==> src/rtl/lap_stopwatch.sv <==
// lap_stopwatch
// Stopwatch / countdown timer with BCD M:SS.d digits, a pause/resume FSM
// and a circular lap buffer with read-back.
//
// Ports:
//   clock, reset            - rising-edge clock, async active-high reset
//   start_stop, lap, clear  - single-cycle control pulses
//   count_down              - 1 = countdown mode (latched when leaving IDLE)
//   load_min/sech/secl/tenth - countdown preset digits (clamped on load)
//   view_lap, lap_sel       - show stored lap (index 0 = oldest) instead of live time
//   minutes..tenths         - registered BCD display digits
//   running, expired        - state decodes
//   lap_count               - number of valid laps, saturating at LAP_DEPTH
module lap_stopwatch #(
  parameter int TICK_DIV  = 10_000_000,
  parameter int LAP_DEPTH = 4,
  parameter int MIN_MAX   = 9,
  localparam int LW       = $clog2(LAP_DEPTH)
) (
  input  logic          clock,
  input  logic          reset,
  input  logic          start_stop,
  input  logic          lap,
  input  logic          clear,
  input  logic          count_down,
  input  logic [3:0]    load_min,
  input  logic [3:0]    load_sech,
  input  logic [3:0]    load_secl,
  input  logic [3:0]    load_tenth,
  input  logic          view_lap,
  input  logic [LW-1:0] lap_sel,
  output logic [3:0]    minutes,
  output logic [3:0]    sec_high,
  output logic [3:0]    sec_low,
  output logic [3:0]    tenths,
  output logic          running,
  output logic          expired,
  output logic [LW:0]   lap_count
);

  localparam int PW = $clog2(TICK_DIV);
  localparam logic [PW-1:0] PRESC_MAX = PW'(TICK_DIV - 1);
  localparam logic [3:0]    MIN_TOP   = 4'(MIN_MAX);
  localparam logic [LW:0]   LAP_FULL  = (LW+1)'(LAP_DEPTH);

  localparam logic [1:0] S_IDLE    = 2'd0;
  localparam logic [1:0] S_RUN     = 2'd1;
  localparam logic [1:0] S_PAUSE   = 2'd2;
  localparam logic [1:0] S_EXPIRED = 2'd3;

  logic [1:0]    state_q, state_d;
  logic          mode_q, mode_d;
  logic [PW-1:0] presc_q, presc_d;
  // Live time packed as {minutes, sec_high, sec_low, tenths}.
  logic [15:0]   time_q, time_d;
  logic [LW-1:0] wrPtr_q, wrPtr_d;
  logic [LW:0]   lapCnt_q, lapCnt_d;
  logic [15:0]   lapMem_q [LAP_DEPTH];
  logic [15:0]   disp_q, disp_d;
  logic          lapWe;

  logic          tick;
  logic [15:0]   timeInc, timeDec, preset, selLap;
  logic [LW-1:0] rdIdx;

  assign tick = (state_q == S_RUN) && (presc_q == PRESC_MAX);

  // Preset digits clamped to their legal range maximum.
  always_comb begin
    preset[15:12] = (load_min   > MIN_TOP) ? MIN_TOP : load_min;
    preset[11:8]  = (load_sech  > 4'd5)    ? 4'd5    : load_sech;
    preset[7:4]   = (load_secl  > 4'd9)    ? 4'd9    : load_secl;
    preset[3:0]   = (load_tenth > 4'd9)    ? 4'd9    : load_tenth;
  end

  // Ripple increment: MIN_MAX:59.9 wraps to 0:00.0.
  always_comb begin
    logic cT, cL, cH;
    cT = (time_q[3:0] == 4'd9);
    cL = cT && (time_q[7:4] == 4'd9);
    cH = cL && (time_q[11:8] == 4'd5);
    timeInc[3:0]   = cT ? 4'd0 : time_q[3:0] + 4'd1;
    timeInc[7:4]   = cT ? ((time_q[7:4] == 4'd9) ? 4'd0 : time_q[7:4] + 4'd1) : time_q[7:4];
    timeInc[11:8]  = cL ? ((time_q[11:8] == 4'd5) ? 4'd0 : time_q[11:8] + 4'd1) : time_q[11:8];
    timeInc[15:12] = cH ? ((time_q[15:12] == MIN_TOP) ? 4'd0 : time_q[15:12] + 4'd1) : time_q[15:12];
  end

  // Ripple decrement with borrow; a zero result is caught by the FSM before
  // any borrow out of minutes can matter.
  always_comb begin
    logic bT, bL, bH;
    bT = (time_q[3:0] == 4'd0);
    bL = bT && (time_q[7:4] == 4'd0);
    bH = bL && (time_q[11:8] == 4'd0);
    timeDec[3:0]   = bT ? 4'd9 : time_q[3:0] - 4'd1;
    timeDec[7:4]   = bT ? ((time_q[7:4] == 4'd0) ? 4'd9 : time_q[7:4] - 4'd1) : time_q[7:4];
    timeDec[11:8]  = bL ? ((time_q[11:8] == 4'd0) ? 4'd5 : time_q[11:8] - 4'd1) : time_q[11:8];
    timeDec[15:12] = bH ? ((time_q[15:12] == 4'd0) ? MIN_TOP : time_q[15:12] - 4'd1) : time_q[15:12];
  end

  // FSM, prescaler, digit and lap-pointer next state. clear overrides all.
  always_comb begin
    state_d  = state_q;
    mode_d   = mode_q;
    presc_d  = presc_q;
    time_d   = time_q;
    wrPtr_d  = wrPtr_q;
    lapCnt_d = lapCnt_q;
    lapWe    = 1'b0;
    if (clear) begin
      state_d  = S_IDLE;
      presc_d  = '0;
      time_d   = '0;
      wrPtr_d  = '0;
      lapCnt_d = '0;
    end else begin
      case (state_q)
        S_IDLE: begin
          if (start_stop) begin
            presc_d = '0;
            mode_d  = count_down;
            if (count_down) begin
              time_d  = preset;
              state_d = (preset == 16'h0000) ? S_EXPIRED : S_RUN;
            end else begin
              state_d = S_RUN;
            end
          end
        end
        S_RUN: begin
          if (tick) begin
            presc_d = '0;
            time_d  = mode_q ? timeDec : timeInc;
          end else begin
            presc_d = presc_q + 1'b1;
          end
          // Reaching zero in countdown takes precedence over a pause request.
          if (tick && mode_q && (timeDec == 16'h0000)) begin
            state_d = S_EXPIRED;
          end else if (start_stop) begin
            state_d = S_PAUSE;
          end
        end
        S_PAUSE: begin
          if (start_stop) begin
            state_d = S_RUN;
          end
        end
        default: begin
        end
      endcase
      // Laps capture the pre-update time; the oldest entry is overwritten when full.
      if (lap && ((state_q == S_RUN) || (state_q == S_PAUSE))) begin
        lapWe   = 1'b1;
        wrPtr_d = wrPtr_q + 1'b1;
        if (lapCnt_q != LAP_FULL) begin
          lapCnt_d = lapCnt_q + 1'b1;
        end
      end
    end
  end

  // Lap index 0 maps to the oldest retained entry; unused indices read as zero.
  assign rdIdx  = wrPtr_q - lapCnt_q[LW-1:0] + lap_sel;
  assign selLap = ({1'b0, lap_sel} < lapCnt_q) ? lapMem_q[rdIdx] : 16'h0000;
  assign disp_d = view_lap ? selLap : time_q;

  // State, counters and registered display.
  always_ff @(posedge clock or posedge reset) begin
    if (reset) begin
      state_q  <= S_IDLE;
      mode_q   <= 1'b0;
      presc_q  <= '0;
      time_q   <= '0;
      wrPtr_q  <= '0;
      lapCnt_q <= '0;
      disp_q   <= '0;
    end else begin
      state_q  <= state_d;
      mode_q   <= mode_d;
      presc_q  <= presc_d;
      time_q   <= time_d;
      wrPtr_q  <= wrPtr_d;
      lapCnt_q <= lapCnt_d;
      disp_q   <= disp_d;
    end
  end

  // Lap buffer storage.
  always_ff @(posedge clock or posedge reset) begin
    if (reset) begin
      for (int i = 0; i < LAP_DEPTH; i++) begin
        lapMem_q[i] <= '0;
      end
    end else if (lapWe) begin
      lapMem_q[wrPtr_q] <= time_q;
    end
  end

  assign minutes   = disp_q[15:12];
  assign sec_high  = disp_q[11:8];
  assign sec_low   = disp_q[7:4];
  assign tenths    = disp_q[3:0];
  assign running   = (state_q == S_RUN);
  assign expired   = (state_q == S_EXPIRED);
  assign lap_count = lapCnt_q;

endmodule

==> config.mk <==
export PLATFORM = sky130hd
export DESIGN_NAME = lap_stopwatch
export DESIGN_NICKNAME = d
export VERILOG_FILES = /design/src/rtl/lap_stopwatch.sv
export SDC_FILE = /design/constraint.sdc
export NUM_CORES = 1
export LEC_CHECK = 0
export BUFFER_PORTS_ARGS = -buffer_cell sky130_fd_sc_hd__buf_2
export CORE_MARGIN = 10
export CORE_UTILIZATION = 49
export CTS_BUF_LIST = sky130_fd_sc_hd__clkbuf_16
export DETAILED_ROUTE_END_ITERATION = 10
export PLACE_DENSITY = 0.69
export SYNTH_ARGS = -nofsm -noshare
export SYNTH_HDL_FRONTEND = slang
export SYNTH_SLANG_ARGS = --single-unit
==> constraint.sdc <==
create_clock -name clock -period 4.04 [get_ports clock]
set_input_delay 0.404 -clock clock [delete_from_list [all_inputs] [get_ports clock]]
set_output_delay 0.404 -clock clock [all_outputs]
set_load 0.03 [all_outputs]
# Word level (Yosys, flattened, before mapping)
# Index checks and enable logic that the tools add are counted.
# W data, S select, Z words.
[totals]
register_bits = 128
latchBits = 0
mem_bits_rw = 0
mem_bits_ro = 0
input_bits = 25
out_inout_bits = 21
wordCells = 135
n_memories = 0
[classes]
addsub = 13
multipliers = 0
div = 0
n_lt_le_gt_ge = 8
n_eq_ne = 17
shift = 0
mux = 51
bitwise_logic = 3
n_reduce_logical = 29
[ops]
columns = ["op", "count"]
rows = [
  ["$mux W16", 10],
  ["$mux W24", 3],
  ["$mux W4", 18],
  ["$bwmux W64", 1],
  ["$pmux W24 S2", 1],
  ["$bmux W16 S2", 1],
  ["$demux W16 S2", 1],
  ["$logic_not A16 Y1", 2],
  ["$pmux W16 S2", 1],
  ["$add A24 B1 Y24 const B", 1],
  ["$eq A24 B24 Y1 const B", 1],
  ["$mux W2", 9],
  ["$add A4 B1 Y4 const B", 4],
  ["$logic_not A4 Y1", 4],
  ["$sub A4 B1 Y4 const B", 4],
  ["$reduce_and A5 Y1", 3],
  ["$eq A4 B4 Y1 const B", 3],
  ["$gt A4 B4 Y1 const B", 3],
  ["$ne A3 B3 Y1 const B", 4],
  ["$ne A4 B2 Y1 const B", 3],
  ["$logic_and A1 B1 Y1", 9],
  ["$mux W3", 3],
  ["$reduce_and A4 Y1", 2],
  ["$ge A3 B3 Y1 const B", 2],
  ["other kinds (23)", 28],
]

# Depth between registers and ports, before layout
[logic_depth]
word_depth = 9
ltp_mapped = 10
ltp_nobuf = 9

# Worst setup path after synthesis
# No wires, ideal clock.
[synth_timing]
path_type = "reg-to-reg"
startpoint = "register lapCnt_q[0] (netlist: lap_count[0])"
endpoint = "register disp_q[10]"
setup_time_ns = 0.130
arrival_time_ns = 2.516
required_ns = 3.910
slack_ns = 1.394
stages_incl_launch_ff = 9
n_path_buf = 2
synth_period_minus_slack_ns = 2.646
path_cell_list = "dfrtp_1 ha_1 inv_1 ha_1 buf_1 buf_2 mux4_2 nand2_1 o21ai_0"
[synth_via]
elab_chain_cells = 8
word_cells_on_any_way = 9
classes_between = "add/sub (2); order compare (1); mux (5); bitwise (1)"
[synth_lines]
columns = ["item", "line", "text"]
rows = [
  ["start: declaration", "57", "logic [LW:0] lapCnt_q, lapCnt_d;"],
  ["start signal: assignment", "184", "lapCnt_q <= lapCnt_d;"],
  ["$sub A2 B2 Y2", "164", "assign rdIdx = wrPtr_q - lapCnt_q[LW-1:0] + lap_sel;"],
  ["$add A2 B2 Y2", "164", ""],
  ["$not A2 Y3 (not written as such)", "165", "assign selLap = ({1'b0, lap_sel} < lapCnt_q) ? lapMem_q[rdIdx] : 16'h0000;"],
  ["$bmux W16 S2", "165", ""],
  ["$mux W16 (not written as such) (2 in a row)", "165", ""],
  ["$mux W16 *", "165", ""],
  ["$mux W16 *", "166", "assign disp_d = view_lap ? selLap : time_q;"],
  ["net disp_d[10]", "59", "logic [15:0] disp_q, disp_d;"],
  ["end signal: assignment", "185", "disp_q <= disp_d;"],
  ["end: declaration", "59", ""],
]
# The timed path passes the listed nets; every way through them passes the cells marked *. The select of a mux whose other input is x is not followed.
# A chain may end at the register's enable or synchronous reset.

# Final worst setup path
[layout_timing]
startpoint = "register state_q[1]"
endpoint = "register time_q[13]"
[layout_via]
elab_chain_cells = 4
word_cells_on_any_way = 11
classes_between = "eq/ne (5); mux (2); reduce/logical (4)"
[layout_lines]
columns = ["item", "line", "text"]
rows = [
  ["start: declaration", "51", "logic [1:0] state_q, state_d;"],
  ["start signal: assignment", "179", "state_q <= state_d;"],
  ["$eq A2 B1 Y1", "66, 117", ""],
  ["$logic_and A1 B1 Y1", "66", "assign tick = (state_q == S_RUN) && (presc_q == PRESC_MAX);"],
  ["$ne A3 B2 Y1 (no line)", "-", ""],
  ["$reduce_and A5 Y1 (no line)", "-", ""],
  ["end signal: assignment", "182", "time_q <= time_d;"],
  ["end: declaration", "55", "logic [15:0] time_q, time_d;"],
]
# Parallel ways exist; a longest one is shown, timed or not.

==> impl_summary.md <==
Routing
After detailed routing, the number of remaining DRC violations is 0. Dividing the detail-routed wire length by the instance count gives about 19 um. The post-detailed-route count of antenna-violating nets is 0. In this run, the number of DRC markers left after iteration 0 of detailed routing was around 600. The via count of the routed design is around 6000.

After detailed routing, the number of vias per cell comes to between 6 and 7. For this block, the routed nets add up to ~18000 um of wire. Before antenna repair, the detailed router went through 5 iterations.

Critical path
The worst setup path is launched from a register. The maximum fanout along the worst path is 26. Traced cell by cell, the critical path runs through inv_1 -> ha_1 -> mux2_2 -> nand4_1 -> o21ai_4 -> nand3_4 -> mux2_4. The setup slack on the worst flop-to-flop path is approximately 0.94 ns.

The data arrival time of the worst path is around 3.4 ns. The worst path required time is between 4 and 5 ns. The cell at the slowest stage of the critical path is sky130_fd_sc_hd__o21ai_4.

The critical path class is reg -> reg. The biggest cell delay along the critical path is ~0.70 ns. The kind of end point of the critical path is a register.

Finish
The share of cells above drive strength 1 is roughly 15%. The repair_antennas step left the layout with diodes totalling 0. The filler-free cell count of the finished design is 955. At the end of the flow the core is filled with cells to approximately 57%. The filler cell count is around 1200. For this run, the post-layout net count is 806. The area growth from synthesis to layout is 13.4%.

CTS
The CTS tree is done. The clock tree synthesis step divided the H-tree into 4 levels. The CTS root buffer is sky130_fd_sc_hd__clkbuf_16.

The post-CTS setup buffer count is 0. For the worst-skew pair, the clock arrives at the later sink with an insertion delay of 0.42 ns. The number of buffers between clock root and the deepest sink is 2. Clock-pin slew was measured on the worst setup and hold paths at 0.06 ns.

TritonCTS created 17 clock buffers. Clock tree synthesis found a total of ~130 sinks. The post-cts hold buffer count is 0.

The post-CTS resize count is 0.

Worst hold path
The path class of the tightest hold or removal check is in -> async.

Yosys
The portion of synthesized cell area occupied by the leading cell type is between 40 and 50%. After synthesis, the mean cell area works out to about 9.5 um2. After synthesis, flip-flops and latches occupy approximately 46% of the total area. The cell area after synthesis is 6900 um2. The cell type with the largest total area after synthesis is sky130_fd_sc_hd__dfrtp_1. For this run, the leading register cell type out of synthesis is sky130_fd_sc_hd__dfrtp_1. Counting flops and latches in the post-synthesis netlist gives approximately 130.

Yosys printed 0 warnings. The total nets after synthesis is between 700 and 800. The number of enable-type register cells in the synthesized netlist is 0. Ranked by instance count, the synthesized netlist is headed by 128 x sky130_fd_sc_hd__dfrtp_1, 113 x sky130_fd_sc_hd__nand2_1, 109 x sky130_fd_sc_hd__o21ai_0, 37 x sky130_fd_sc_hd__nor2_1, 32 x sky130_fd_sc_hd__inv_1. The number of distinct library cell variants in the gate-level netlist after synthesis is 75.

Synthesis handed over a netlist of around 730 instances. The most common cell in the netlist is sky130_fd_sc_hd__dfrtp_1. After synthesis, the cell types taking the most area are sky130_fd_sc_hd__dfrtp_1 46%, sky130_fd_sc_hd__o21ai_0 7.9%, sky130_fd_sc_hd__nand2_1 6.1%, sky130_fd_sc_hd__mux4_2 5.2%, sky130_fd_sc_hd__ha_1 3.3%. The fraction of synthesis flops using an asynchronous set or reset pin is 100%.

Placed design
The number of cells in the design after placement is between 900 and 1000. The final RePlAce weighted congestion is between 0.9 and 1. In this run the tool buffered the top-level ports with between 40 and 50 buffer cells. The half-perimeter wire length after detailed placement is 12200 um.

STA
The headroom to the max-slew limit is between 20 and 30%. Setup repair after global routing left no endpoint under its margin. The number of hold violations in the final report is 0. The final period utilization is around three quarters. The max-slew violation total from the final report is 0. Static timing analysis puts the maximum clock frequency at 323 MHz. The setup violation total in the final timing report is 0.

The final setup skew is a little over 0.009 ns. After routing, the total negative slack on setup checks comes to 0 ns. The worst hold-check slack is approximately 0.19 ns. At the pin with the least slew margin, the transition time is roughly 1.1 ns. After layout, the minimum clock period comes to between 3 and 4 ns.

Floorplanning
The core region area is around 14000 um2. In this run the count of I/O pins placed on the die edge is 46. For this configuration, the core starts out at a cell density of ~50%. The area of the die is 19200 um2. Measured along the y axis, the die boundary spans between 100 and 150 um.

In this run the core area contains 43 standard-cell rows. The die is approximately 140 um wide.

Power
Power spread over the standard cell area amounts to ~610 nW/um2. For this design the static power due to leakage is 3.33 nW. VDD sags by at most ~0.33 mV.

Outcome
The flow ran to the end, and the final reports show no timing, DRC or antenna violations.

Global routing
The global-route wire length before repair is between 20000 and 30000 um. The number of global-route vias before repair came to 5752. The remaining global-route overflow is 0. The maximum number of pins on one net before global-route repair is between 80 and 90.

The initial antenna violation count is 0. The overall routing resource usage is a little under a fifth.

Run
The tool flagged a number of max-cap violations equal to 0.
==> power by group <==
group | switching, W | total [W] | internal (W)
Sequential | 0.000238 | 0.00174 | 0.00150
Clock | 0.000576 | 0.00148 | 0.000901
Combinational | 0.000962 | 0.00153 | 0.000572
==> registers in the layout (all words and copies together) (netlist names) <==
register   cells
lapMem_q      64
presc_q       24
disp_q        16
time_q        16
lap_count      3
state_q        2
wrPtr_q        2
mode_q         1
==> layout make-up <==
cell class                      count  area [um2]  share of cell area (%)
Clock buffer                       17         425                    5.44
Clock inverter                     14         140                    1.79
Inverter                           32         123                    1.57
Multi-Input combinational cell    533        3420                    43.8
Sequential cell                   128        3200                    40.9
Tap cell                          180         225                    2.88
Timing Repair Buffer               51         283                    3.61
==> critical path: cells and delay by family (launching register included) <==
| family | cells | cell delay [ns] |
|---|---|---|
| AND/OR/NAND/NOR | 2 | 0.36 |
| buffers and inverters | 1 | 0.11 |
| multiplexers | 2 | 0.71 |
| AO/OA/AOI/OAI | 1 | 0.70 |
| flip-flops | 1 | 0.40 |
| adder cells (fa/ha/maj) | 1 | 0.67 |
==> per-layer routing <==
layer	track usage [%]	wire [um]	part of all wire (%)
met1	23.9	7650	42
met2	29.3	8390	46
met3	5.82	1560	8.6
met4	7.30	465	2.6
met5	0	0	0
==> kinds of logic (layout without fill, tap and decap cells) <==
kind of cell    after synthesis  after routing  synth area share (%)
flops                       128            128                  46.4
simple gates                267            267                  19.3
mux                          24             24                  6.49
compound gates              203            203                  17.9
buf+inv                      67            114                  3.94
xor+xnor                     21             21                  2.67
fa+ha+maj                    18             18                  3.27
==> cell usage in the layout (no fill, tap or decap), drive strengths merged, types with 10 or more instances in the layout <==
| cell | n |
|---|---|
| a21oi | 26 |
| a31oi | 10 |
| buf | 51 |
| clkbuf | 17 |
| dfrtp | 128 |
| ha | 18 |
| inv | 35 |
| mux4 | 16 |
| nand2 | 114 |
| nand3 | 27 |
| nor2 | 37 |
| nor2b | 11 |
| nor3 | 14 |
| nor4 | 15 |
| o21ai | 112 |
| xnor2 | 19 |
==> stage by stage <==
step,cell area [um2],worst slack [ns],total power (W)
2_1_floorplan,6900,0.223,0.00283
3_3_place_gp,7260,1.15,0.00323
3_5_place_dp,7260,1.03,0.00325
4_1_cts,7820,1.01,0.00475
5_1_grt,7820,0.812,0.00503
6_report,7820,0.941,0.00475
==> worst paths after layout <==
check,end,startpoint,cells past startpoint
max in group asynchronous,lapMem_q[33],reset,3
min in group clock,wrPtr_q[1],lap,3
min,presc_q[16],reset,2
max,time_q[13],state_q[1],7
max reg2reg,time_q[13],state_q[1],7
min reg2reg,lapMem_q[36],lapMem_q[36],2
No activity file was read; power rests on OpenSTA's default activity.
